**config.mk**
```make
export PLATFORM = sky130hd
export DESIGN_NAME = adquisicion_sensores
export DESIGN_NICKNAME = d
export VERILOG_FILES = /design/src/rtl/adquisicion_sensores_pkg.sv /design/src/rtl/adquisicion_sensores_antirrebote.sv /design/src/rtl/adquisicion_sensores.sv
export SDC_FILE = /design/constraint.sdc
export NUM_CORES = 1
export LEC_CHECK = 0
export CORE_ASPECT_RATIO = 1.1
export CORE_MARGIN = 2
export CORE_UTILIZATION = 25
export DETAILED_ROUTE_END_ITERATION = 6
export GPL_TIMING_DRIVEN = 0
export PLACE_DENSITY = 0.49
export SYNTH_ARGS = -nofsm -noshare
export SYNTH_HDL_FRONTEND = slang
export SYNTH_SLANG_ARGS = --single-unit
```
**constraint.sdc**
```tcl
create_clock -name clk -period 2.3 [get_ports clk]
set_input_delay 0.69 -clock clk [delete_from_list [all_inputs] [get_ports clk]]
set_output_delay 0.69 -clock clk [all_outputs]
set_load 0.05 [all_outputs]
```
**src/rtl/adquisicion_sensores_pkg.sv**
```systemverilog
`default_nettype none
// ============================================================================
// Module   : adquisicion_sensores_pkg
// Brief    : Shared FSM encoding, ADC frame layout and temperature helper
//            for the sensor acquisition front end.
// Revision : 1.0 - initial release
// ============================================================================
package adquisicion_sensores_pkg;

  // Acquisition FSM states
  typedef enum logic [2:0] {
    ST_IDLE     = 3'd0,
    ST_CS_SETUP = 3'd1,
    ST_SHIFT    = 3'd2,
    ST_CS_HOLD  = 3'd3,
    ST_PUBLISH  = 3'd4
  } estado_t;

  // ADC frame layout: 16 bits, the 8-bit code sits in [11:4]
  localparam int FRAME_BITS = 16;
  localparam int CODE_MSB   = 11;
  localparam int CODE_LSB   = 4;
  localparam int CODE_BITS  = CODE_MSB - CODE_LSB + 1;
  localparam int TEMP_BITS  = 5;

  // Published temperature is the top five bits of the code (truncation)
  function automatic logic [TEMP_BITS-1:0] temp_from_frame(
    input logic [FRAME_BITS-1:0] frame
  );
    logic [CODE_BITS-1:0] code;
    code = frame[CODE_MSB:CODE_LSB];
    return code[CODE_BITS-1:CODE_BITS-TEMP_BITS];
  endfunction

endpackage
`default_nettype wire

```
**src/rtl/adquisicion_sensores_antirrebote.sv**
```systemverilog
`default_nettype none
// ============================================================================
// Module   : antirrebote
// Brief    : Two-flop synchronizer followed by a counter debouncer for one
//            asynchronous contact. 'changed' pulses in the cycle before the
//            stable value flips.
// Revision : 1.0 - initial release
// ============================================================================
module antirrebote #(
  parameter int DEB_CYCLES = 16
) (
  input  logic clk,
  input  logic rst,
  input  logic raw,
  output logic stable,
  output logic changed
);

  localparam int                CNT_W   = $clog2(DEB_CYCLES);
  localparam logic [CNT_W-1:0]  CNT_MAX = CNT_W'(DEB_CYCLES - 1);

  logic             sync1_q, sync1_d;
  logic             sync2_q, sync2_d;
  logic             stable_q, stable_d;
  logic [CNT_W-1:0] cnt_q, cnt_d;

  // Synchronize the raw contact and count consecutive cycles of disagreement
  always_comb begin
    sync1_d  = raw;
    sync2_d  = sync1_q;
    stable_d = stable_q;
    cnt_d    = '0;
    changed  = 1'b0;
    if (sync2_q != stable_q) begin
      if (cnt_q == CNT_MAX) begin
        stable_d = sync2_q;
        changed  = 1'b1;
      end else begin
        cnt_d = cnt_q + 1'b1;
      end
    end
  end

  // State registers, synchronous active-low reset
  always_ff @(posedge clk) begin
    if (!rst) begin
      sync1_q  <= 1'b0;
      sync2_q  <= 1'b0;
      stable_q <= 1'b0;
      cnt_q    <= '0;
    end else begin
      sync1_q  <= sync1_d;
      sync2_q  <= sync2_d;
      stable_q <= stable_d;
      cnt_q    <= cnt_d;
    end
  end

  assign stable = stable_q;

endmodule
`default_nettype wire

```
**src/rtl/adquisicion_sensores.sv**
```systemverilog
`default_nettype none
// ============================================================================
// Module   : adquisicion_sensores
// Brief    : Sensor front end. Periodically reads a serial temperature ADC as
//            SPI-style master, debounces presence/ignition contacts and
//            publishes all three with a one-cycle datos_listos strobe.
// Revision : 1.0 - initial release
// ============================================================================
module adquisicion_sensores #(
  parameter int CLK_DIV       = 4,
  parameter int SAMPLE_PERIOD = 1000000,
  parameter int DEB_CYCLES    = 16
) (
  input  logic       clk,
  input  logic       rst,
  input  logic       adc_miso,
  input  logic       presencia_raw,
  input  logic       ignicion_raw,
  output logic       adc_cs_n,
  output logic       adc_sclk,
  output logic [4:0] temperatura,
  output logic       presencia,
  output logic       ignicion,
  output logic       datos_listos
);

  import adquisicion_sensores_pkg::*;

  localparam int               TMR_W    = $clog2(SAMPLE_PERIOD);
  localparam logic [TMR_W-1:0] TMR_LAST = TMR_W'(SAMPLE_PERIOD - 1);
  localparam int               DIV_W    = $clog2(CLK_DIV);
  localparam logic [DIV_W-1:0] DIV_LAST = DIV_W'(CLK_DIV - 1);
  localparam logic [3:0]       BIT_LAST = 4'(FRAME_BITS - 1);

  estado_t               state_q, state_d;
  logic [TMR_W-1:0]      timer_q, timer_d;
  logic [DIV_W-1:0]      div_cnt_q, div_cnt_d;
  logic                  high_q, high_d;
  logic [3:0]            bit_cnt_q, bit_cnt_d;
  logic [FRAME_BITS-1:0] shift_q, shift_d;
  logic                  pending_q, pending_d;
  logic [TEMP_BITS-1:0]  temp_q, temp_d;
  logic                  pres_q, pres_d;
  logic                  ign_q, ign_d;

  logic tick;
  logic phase_end;
  logic in_frame;
  logic pres_stable, pres_changed;
  logic ign_stable, ign_changed;

  antirrebote #(.DEB_CYCLES(DEB_CYCLES)) u_deb_presencia (
    .clk     (clk),
    .rst     (rst),
    .raw     (presencia_raw),
    .stable  (pres_stable),
    .changed (pres_changed)
  );

  antirrebote #(.DEB_CYCLES(DEB_CYCLES)) u_deb_ignicion (
    .clk     (clk),
    .rst     (rst),
    .raw     (ignicion_raw),
    .stable  (ign_stable),
    .changed (ign_changed)
  );

  // Free-running period tick and end-of-phase decode
  always_comb begin
    tick      = (timer_q == TMR_LAST);
    phase_end = (div_cnt_q == DIV_LAST);
    in_frame  = (state_q == ST_CS_SETUP) || (state_q == ST_SHIFT) ||
                (state_q == ST_CS_HOLD);
  end

  // FSM state register
  always_ff @(posedge clk) begin
    if (!rst) state_q <= ST_IDLE;
    else      state_q <= state_d;
  end

  // FSM next state: a tick beats a pending contact change in IDLE
  always_comb begin
    state_d = state_q;
    case (state_q)
      ST_IDLE: begin
        if (tick)           state_d = ST_CS_SETUP;
        else if (pending_q) state_d = ST_PUBLISH;
      end
      ST_CS_SETUP: if (phase_end) state_d = ST_SHIFT;
      ST_SHIFT:    if (phase_end && high_q && bit_cnt_q == BIT_LAST) state_d = ST_CS_HOLD;
      ST_CS_HOLD:  if (phase_end) state_d = ST_PUBLISH;
      ST_PUBLISH:  state_d = ST_IDLE;
      default:     state_d = ST_IDLE;
    endcase
  end

  // FSM outputs: chip select spans the whole frame, sclk only in SHIFT
  always_comb begin
    adc_cs_n     = !in_frame;
    adc_sclk     = (state_q == ST_SHIFT) && high_q;
    datos_listos = (state_q == ST_PUBLISH);
  end

  // Datapath: timers, bit shifter, pending flag and published values
  always_comb begin
    timer_d   = tick ? '0 : timer_q + 1'b1;
    div_cnt_d = '0;
    high_d    = 1'b0;
    bit_cnt_d = '0;
    shift_d   = shift_q;
    pending_d = pending_q;
    temp_d    = temp_q;
    pres_d    = pres_q;
    ign_d     = ign_q;

    if (in_frame && !phase_end) div_cnt_d = div_cnt_q + 1'b1;

    if (state_q == ST_SHIFT) begin
      high_d    = high_q;
      bit_cnt_d = bit_cnt_q;
      if (phase_end) begin
        high_d = !high_q;
        // Sample at the end of the high phase, MSB first
        if (high_q) begin
          shift_d   = {shift_q[FRAME_BITS-2:0], adc_miso};
          bit_cnt_d = bit_cnt_q + 1'b1;
        end
      end
    end

    // A change landing on the publish edge stays pending for a later strobe
    if (state_d == ST_PUBLISH) pending_d = 1'b0;
    if (pres_changed || ign_changed) pending_d = 1'b1;

    if (state_d == ST_PUBLISH) begin
      pres_d = pres_stable;
      ign_d  = ign_stable;
      if (state_q == ST_CS_HOLD) temp_d = temp_from_frame(shift_q);
    end
  end

  // Datapath registers, synchronous active-low reset
  always_ff @(posedge clk) begin
    if (!rst) begin
      timer_q   <= '0;
      div_cnt_q <= '0;
      high_q    <= 1'b0;
      bit_cnt_q <= '0;
      shift_q   <= '0;
      pending_q <= 1'b0;
      temp_q    <= '0;
      pres_q    <= 1'b0;
      ign_q     <= 1'b0;
    end else begin
      timer_q   <= timer_d;
      div_cnt_q <= div_cnt_d;
      high_q    <= high_d;
      bit_cnt_q <= bit_cnt_d;
      shift_q   <= shift_d;
      pending_q <= pending_d;
      temp_q    <= temp_d;
      pres_q    <= pres_d;
      ign_q     <= ign_d;
    end
  end

  assign temperatura = temp_q;
  assign presencia   = pres_q;
  assign ignicion    = ign_q;

endmodule
`default_nettype wire

```
==> run summary, run 1 <==
=====================================================================================
Worst Hold Path Cells                                                               1
Crit path max fanout                                                                7
Synth Cell Area                                                              2620 µm²
Total Neg Setup Slack                                                            0 ns
Launching element type of the critical path                                  register
Core Area                                                                   10300 µm²
FF+latch count, synth                                                              64
Data required time at the worst endpoint                                      1.61 ns
Length in cells of the worst reg-to-reg path                                        8
DP HPWL                                                                       3320 µm
Static Leakage                                                                1.30 nW
Count of distinct cell types in the synthesized netlist                            35
CTS Sinks                                                                          64
# resized after CTS                                                                 7
Clock-pin slew of the registers on the worst-case setup and hold paths        0.06 ns
Via count of the first global-routing pass                                       1824
Fmax                                                                        0.458 GHz
Setup repair after global routing missed its margin                                no
Worst ir drop on vdd                                                         0.289 mV
Yosys warnings                                                                      0
CTS tree                                                                         done
Chip Height                                                                    111 µm
Internal power contribution                                                   2.19 mW
Total overflow reported by the global router                                        0
Number of top-level pins                                                           15
IO Port Bufs                                                                       13
Commonest non-fill, non-tap cell in the layout                           sky130_fd_sc_hd__dfxtp_1
Number of hold-repair buffers added at the cts stage                                0
Number of buffers inserted by post-CTS setup repair                                 0
Worst setup EP type                                                       output port
Crit path DAT                                                                 1.49 ns
Synth Flop Type                                                          sky130_fd_sc_hd__dfxtp_1
Syn Area/Cell                                                                9.57 µm²
Category of the critical setup timing path                                    reg2out
Row count                                                                          39
Root buffer cell                                                         sky130_fd_sc_hd__clkbuf_16
Total die area                                                              11300 µm²
Fraction of layout instances using a drive strength above 1                    0.0924
Final-report setup violation count                                                  0
Global-route wire length before repair                                        8410 µm
Num CTS Buffers                                                                     9
Antenna violations before repair                                                    0
Routed WL per cell                                                            10.9 µm
Net Count, Synth                                                                  284
Effective utilization at floorplan                                              0.255
Overall via count from detail_route                                              1917
Final cycle utilization of the critical path                                    0.949
Maximum buffer depth of the clock tree                                              2
Power density normalized to cell area                                      828 nW/µm²
Area growth, synth to finish                                                    24.7%
Number of max-capacitance violations reported                                       0
Synthesized instance count                                                        274
Maximum number of pins on one net before global-route repair                       12
Initial DRC Count                                                                  73
Via-to-Cell Ratio                                                                4.30
Sequential-to-total area share from yosys stat                                  0.489
Worst slack on hold paths                                                    0.430 ns
Switching share of total power                                                  0.190
Sw power                                                                       514 µW
Endpoints failing hold                                                              0
Clock tree skew after final layout                                         0.00656 ns
Time the final worst path needs with I/O delays and setup                     2.18 ns
CTS HTree Levels                                                                    3
Worst slew pin tran                                                          0.503 ns
Gp weighted congestion                                                          0.767
Number of nets in the layout                                                      308
Combinational group share of total power                                        0.016
Remaining DRCs                                                                      0
Inserted Diodes                                                                     0
Share of async-settable or async-resettable flops after synthesis                   0
Share of the core filled with cells                                             0.318
Source-to-sink clock delay at the later pin of the worst-skew pair            0.33 ns
Commonest non-fill, non-tap cells in the layout                          sky130_fd_sc_hd__dfxtp_1, sky130_fd_sc_hd__nor2_1, sky130_fd_sc_hd__mux2i_1, sky130_fd_sc_hd__nor2b_1, sky130_fd_sc_hd__nand3_1
Portion of total power attributed to the clock network                          0.568
Final Max Slew Viols                                                                0
Count of nets left with antenna violations after detail routing                     0
Run status                                                                  completed
Worst min-delay path class                                                    reg2reg
Number of synthesized flops with an enable pin                                      0
Drt first pass iters                                                                4
Routed wire length                                                            4850 µm
Relative max-transition margin                                                  0.664
Overall fraction of global-route tracks in use                                 0.0951
Proportion of power drawn by flip-flops and latches                             0.416
Layout fillers                                                                   1089
Horizontal die dimension                                                       102 µm
=====================================================================================
## cell type report
type / count / area (µm²) / area share
inverter: 8 / 30.0 / 0.00918
sequential: 64 / 1280 / 0.392
timing repair buffer: 13 / 128 / 0.0390
clock inverter: 6 / 108 / 0.0329
tap: 143 / 179 / 0.0547
buffer: 11 / 52.6 / 0.0161
multi-input combinational: 191 / 1260 / 0.386
clock buffer: 10 / 229 / 0.0700
## worst paths after layout
check,endpoint,start,slack [ns]
worst max-delay path,datos_listos,state_q[1],0.12
worst min-delay path,u_deb_presencia.sync2_q,u_deb_presencia.sync1_q,0.43
worst max register to register,state_q[0],div_cnt_q[0],0.30
worst min register to register,u_deb_presencia.sync2_q,u_deb_presencia.sync1_q,0.43
## through the flow
step / instances / cell area [µm²] / setup WS [ns] / total power, mW
2_1_floorplan: 274 / 2620 / 0.297 / 1.18
3_3_place_gp: 430 / 2930 / -0.0669 / 1.19
3_5_place_dp: 430 / 2930 / -0.0638 / 1.19
4_1_cts: 446 / 3270 / 0.0103 / 2.74
5_1_grt: 446 / 3270 / 0.0185 / 2.80
6_report: 446 / 3270 / 0.118 / 2.71
## power groups by stage
stage / sequential (mW) / combinational (mW) / clock [mW]
final: 1.13 / 0.0430 / 1.54
after global placement: 1.15 / 0.0437 / 0
after floorplan: 1.15 / 0.0286 / 0
after detailed placement: 1.15 / 0.0439 / 0
after CTS: 1.13 / 0.0441 / 1.57
after global routing: 1.13 / 0.0491 / 1.63
## critical path, cell delays in order (launching register included)
cell	delay [ns]
sky130_fd_sc_hd__dfxtp_1	0.37
sky130_fd_sc_hd__nor2_2	0.22
sky130_fd_sc_hd__inv_1	0.11
sky130_fd_sc_hd__nor2_1	0.09
sky130_fd_sc_hd__clkdlybuf4s15_2	0.37
## synth_stat cells, drive strengths merged, types with 6 or more instances
library cell | number | share of area
xnor2 | 8 | 0.027
inv | 8 | 0.011
xor2 | 16 | 0.053
nand3 | 18 | 0.034
a21oi | 7 | 0.013
clkbuf | 6 | 0.0086
mux2i | 21 | 0.080
dfxtp | 64 | 0.49
nor2 | 30 | 0.043
nand4 | 7 | 0.019
nor2b | 21 | 0.050
nand2 | 16 | 0.023
## layer usage
metal  global-route usage  vias to the layer above  share of wire
met5                    0                        -              0
met4               0.0432                        0          0.013
met3               0.0383                        6          0.042
met2                0.146                       27           0.45
met1                0.116                      889           0.49
li1                     -                      995              -
## kinds of logic (layout without fill, tap and decap cells)
| family | after synthesis | in the layout | share of synthesized area |
|---|---|---|---|
| AO/OA/AOI/OAI | 20 | 20 | 0.0473 |
| XOR/XNOR | 24 | 24 | 0.0802 |
| adder cells (fa/ha/maj) | 5 | 5 | 0.0239 |
| buffers and inverters | 19 | 48 | 0.0306 |
| flip-flops | 64 | 64 | 0.489 |
| multiplexers | 21 | 21 | 0.0802 |
| AND/OR/NAND/NOR | 121 | 121 | 0.249 |
## state kept, by name, indices dropped and copies added (netlist names), 2 cells and up
register	flops
bit_cnt_q	4
div_cnt_q	2
shift_q	12
state_q	3
temperatura	5
timer_q	20
u_deb_ignicion.cnt_q	4
u_deb_presencia.cnt_q	4
(Power assumes the default switching activity.)
==> run 2: changes to the inputs <==
- MAX_ROUTING_LAYER: not set -> met4
- clock period: 2.3 -> 2.41 ns (I/O delays scaled with it)
==> run 2 against run 1 <==
Global-route usage rose by 0.24 points; clock power fell by 5%; cell area barely moved; non-clock buffer count did not move; critical path depth fell by 1; first-iteration DRC count rose by 33%; power fell by 4.7%; routed wire length fell by 0.37%; clock skew fell by 0.00084 ns; via count rose by 0.26%; clock-buffer cell count did not move; critical endpoint is now adc_sclk; largest power group unchanged; highest routed layer unchanged.
==> run summary, run 2 (same netlist as run 1, synthesis figures left out) <==
=====================================================================================
Run status                                                                  completed
Critical-path cell list                                                  inv_1 -> and4_1 -> dlygate4sd2_1
Relative max-transition margin                                                  0.664
Chip Height                                                                    111 µm
IO Port Bufs                                                                       13
Remaining DRCs                                                                      0
Area growth, synth to finish                                                    24.8%
Clock tree skew after final layout                                         0.00572 ns
Clock-pin slew of the registers on the worst-case setup and hold paths        0.06 ns
Delay of the slowest cell on the worst path                                   0.53 ns
Final Max Slew Viols                                                                0
Via-to-Cell Ratio                                                                4.31
Crit path DAT                                                                 1.56 ns
Global-route wire length before repair                                        8410 µm
Maximum number of pins on one net before global-route repair                       12
Core Area                                                                   10300 µm²
CTS HTree Levels                                                                    3
Setup repair after global routing missed its margin                                no
Power density normalized to cell area                                      788 nW/µm²
Commonest non-fill, non-tap cell in the layout                           sky130_fd_sc_hd__dfxtp_1
Number of nets in the layout                                                      308
Inserted Diodes                                                                     0
Number of max-capacitance violations reported                                       0
Launching element type of the critical path                                  register
Worst slew pin tran                                                          0.503 ns
DP HPWL                                                                       3320 µm
Root buffer cell                                                         sky130_fd_sc_hd__clkbuf_16
Worst setup EP type                                                       output port
Final cycle utilization of the critical path                                    0.949
Number of buffers inserted by post-CTS setup repair                                 0
Crit path max fanout                                                                7
Data required time at the worst endpoint                                      1.69 ns
Gp weighted congestion                                                          0.777
Overall fraction of global-route tracks in use                                 0.0975
Total die area                                                              11300 µm²
Num CTS Buffers                                                                     9
Routed WL per cell                                                            10.8 µm
Total Neg Setup Slack                                                            0 ns
Worst ir drop on vdd                                                         0.273 mV
Drt first pass iters                                                                4
CTS Sinks                                                                          64
Total overflow reported by the global router                                        0
Max FFs per register                                                               20
Worst min-delay path class                                                    reg2reg
Category of the critical setup timing path                                    reg2out
Fmax                                                                        0.437 GHz
Via count of the first global-routing pass                                       1827
Register containing the most flip-flops in the final layout                   timer_q
Initial DRC Count                                                                  97
Number of hold-repair buffers added at the cts stage                                0
Worst setup timing slack at the placement stage                             0.0132 ns
CTS tree                                                                         done
Time the final worst path needs with I/O delays and setup                     2.29 ns
Maximum buffer depth of the clock tree                                              2
Row count                                                                          39
Count of nets left with antenna violations after detail routing                     0
Fraction of layout instances using a drive strength above 1                    0.0825
Overall via count from detail_route                                              1922
Number of top-level pins                                                           15
Horizontal die dimension                                                       102 µm
Family with the most delay on the worst path                             buffers and inverters
Antenna violations before repair                                                    0
Commonest non-fill, non-tap cells in the layout                          sky130_fd_sc_hd__dfxtp_1, sky130_fd_sc_hd__nor2_1, sky130_fd_sc_hd__mux2i_1, sky130_fd_sc_hd__nor2b_1, sky130_fd_sc_hd__nand3_1
Final worst setup slack                                                      0.124 ns
Effective utilization at floorplan                                              0.255
Final-report setup violation count                                                  0
Source-to-sink clock delay at the later pin of the worst-skew pair            0.32 ns
Routed wire length                                                            4830 µm
Crit path buf inv count                                                             2
Static Leakage                                                                1.30 nW
Endpoints failing hold                                                              0
Highest-delay cell along the critical path                               sky130_fd_sc_hd__dlygate4sd2_1
=====================================================================================
run 2: changes by cell type in the layout (fill, tap and decap cells not counted), sizes merged:
cell,previous run,this run
clkbuf,17,16
dlygate4sd2,0,1
run 2: path summary, 6_finish.rpt:
| check | start | depth (start not counted) | to | slack, ns |
|---|---|---|---|---|
| setup / recovery | state_q[2] | 3 | adc_sclk | 0.12 |
| hold / removal | u_deb_presencia.sync1_q | 1 | u_deb_presencia.sync2_q | 0.43 |
| setup reg to reg | timer_q[0] | 7 | timer_q[3] | 0.34 |
| hold reg to reg | u_deb_presencia.sync1_q | 1 | u_deb_presencia.sync2_q | 0.43 |
run 2: where the power goes:
group          switching, mW  leakage [nW]  internal [mW]
Clock                  0.458         0.162           1.01
Combinational         0.0226         0.616         0.0179
Sequential           0.00663         0.517           1.07
run 2: stage by stage:
stage | hold slack [ns] | std cells | util | area, µm² | power (mW)
finish | 0.431 | 446 | 0.318 | 3270 | 2.58
global route | 0.433 | 446 | 0.318 | 3270 | 2.67
CTS | 0.430 | 446 | 0.317 | 3270 | 2.62
detailed placement | 0.422 | 430 | 0.285 | 2930 | 1.14
global placement | 0.417 | 430 | 0.285 | 2930 | 1.14
floorplan | 0.407 | 274 | - | 2620 | 1.12
run 2: timing repair:
item	4_1_cts	5_1_grt
pin swaps	0	0
setup endpoints to repair	3	2
gates resized for setup	7	1
run 2: layer usage:
layer,vias up,part of all wire,track usage,wire length (µm)
met5,-,0,-,0
met4,0,0.0077,0.0378,37
met3,6,0.040,0.0402,195
met2,29,0.46,0.146,2200
met1,889,0.50,0.116,2400
li1,998,-,-,-
run 2: area by class of cell:
class | instances | area [µm²]
sequential | 64 | 1280
clock inverter | 6 | 108
multi-input combinational | 191 | 1260
timing repair buffer | 13 | 131
fill | 1091 | 7030
tap | 143 | 179
clock buffer | 10 | 229
inverter | 8 | 30.0
buffer | 11 | 50.0
run 2: worst reg2reg max path: cells and delay by family, from the launching register on:
kind	cells	cell delay [ns]
DFF	1	0.39
buffers and inverters	2	0.58
and+or+nand+nor	3	0.55
adders and majority gates	1	0.23
AOI/OAI and AO/OA	1	0.21
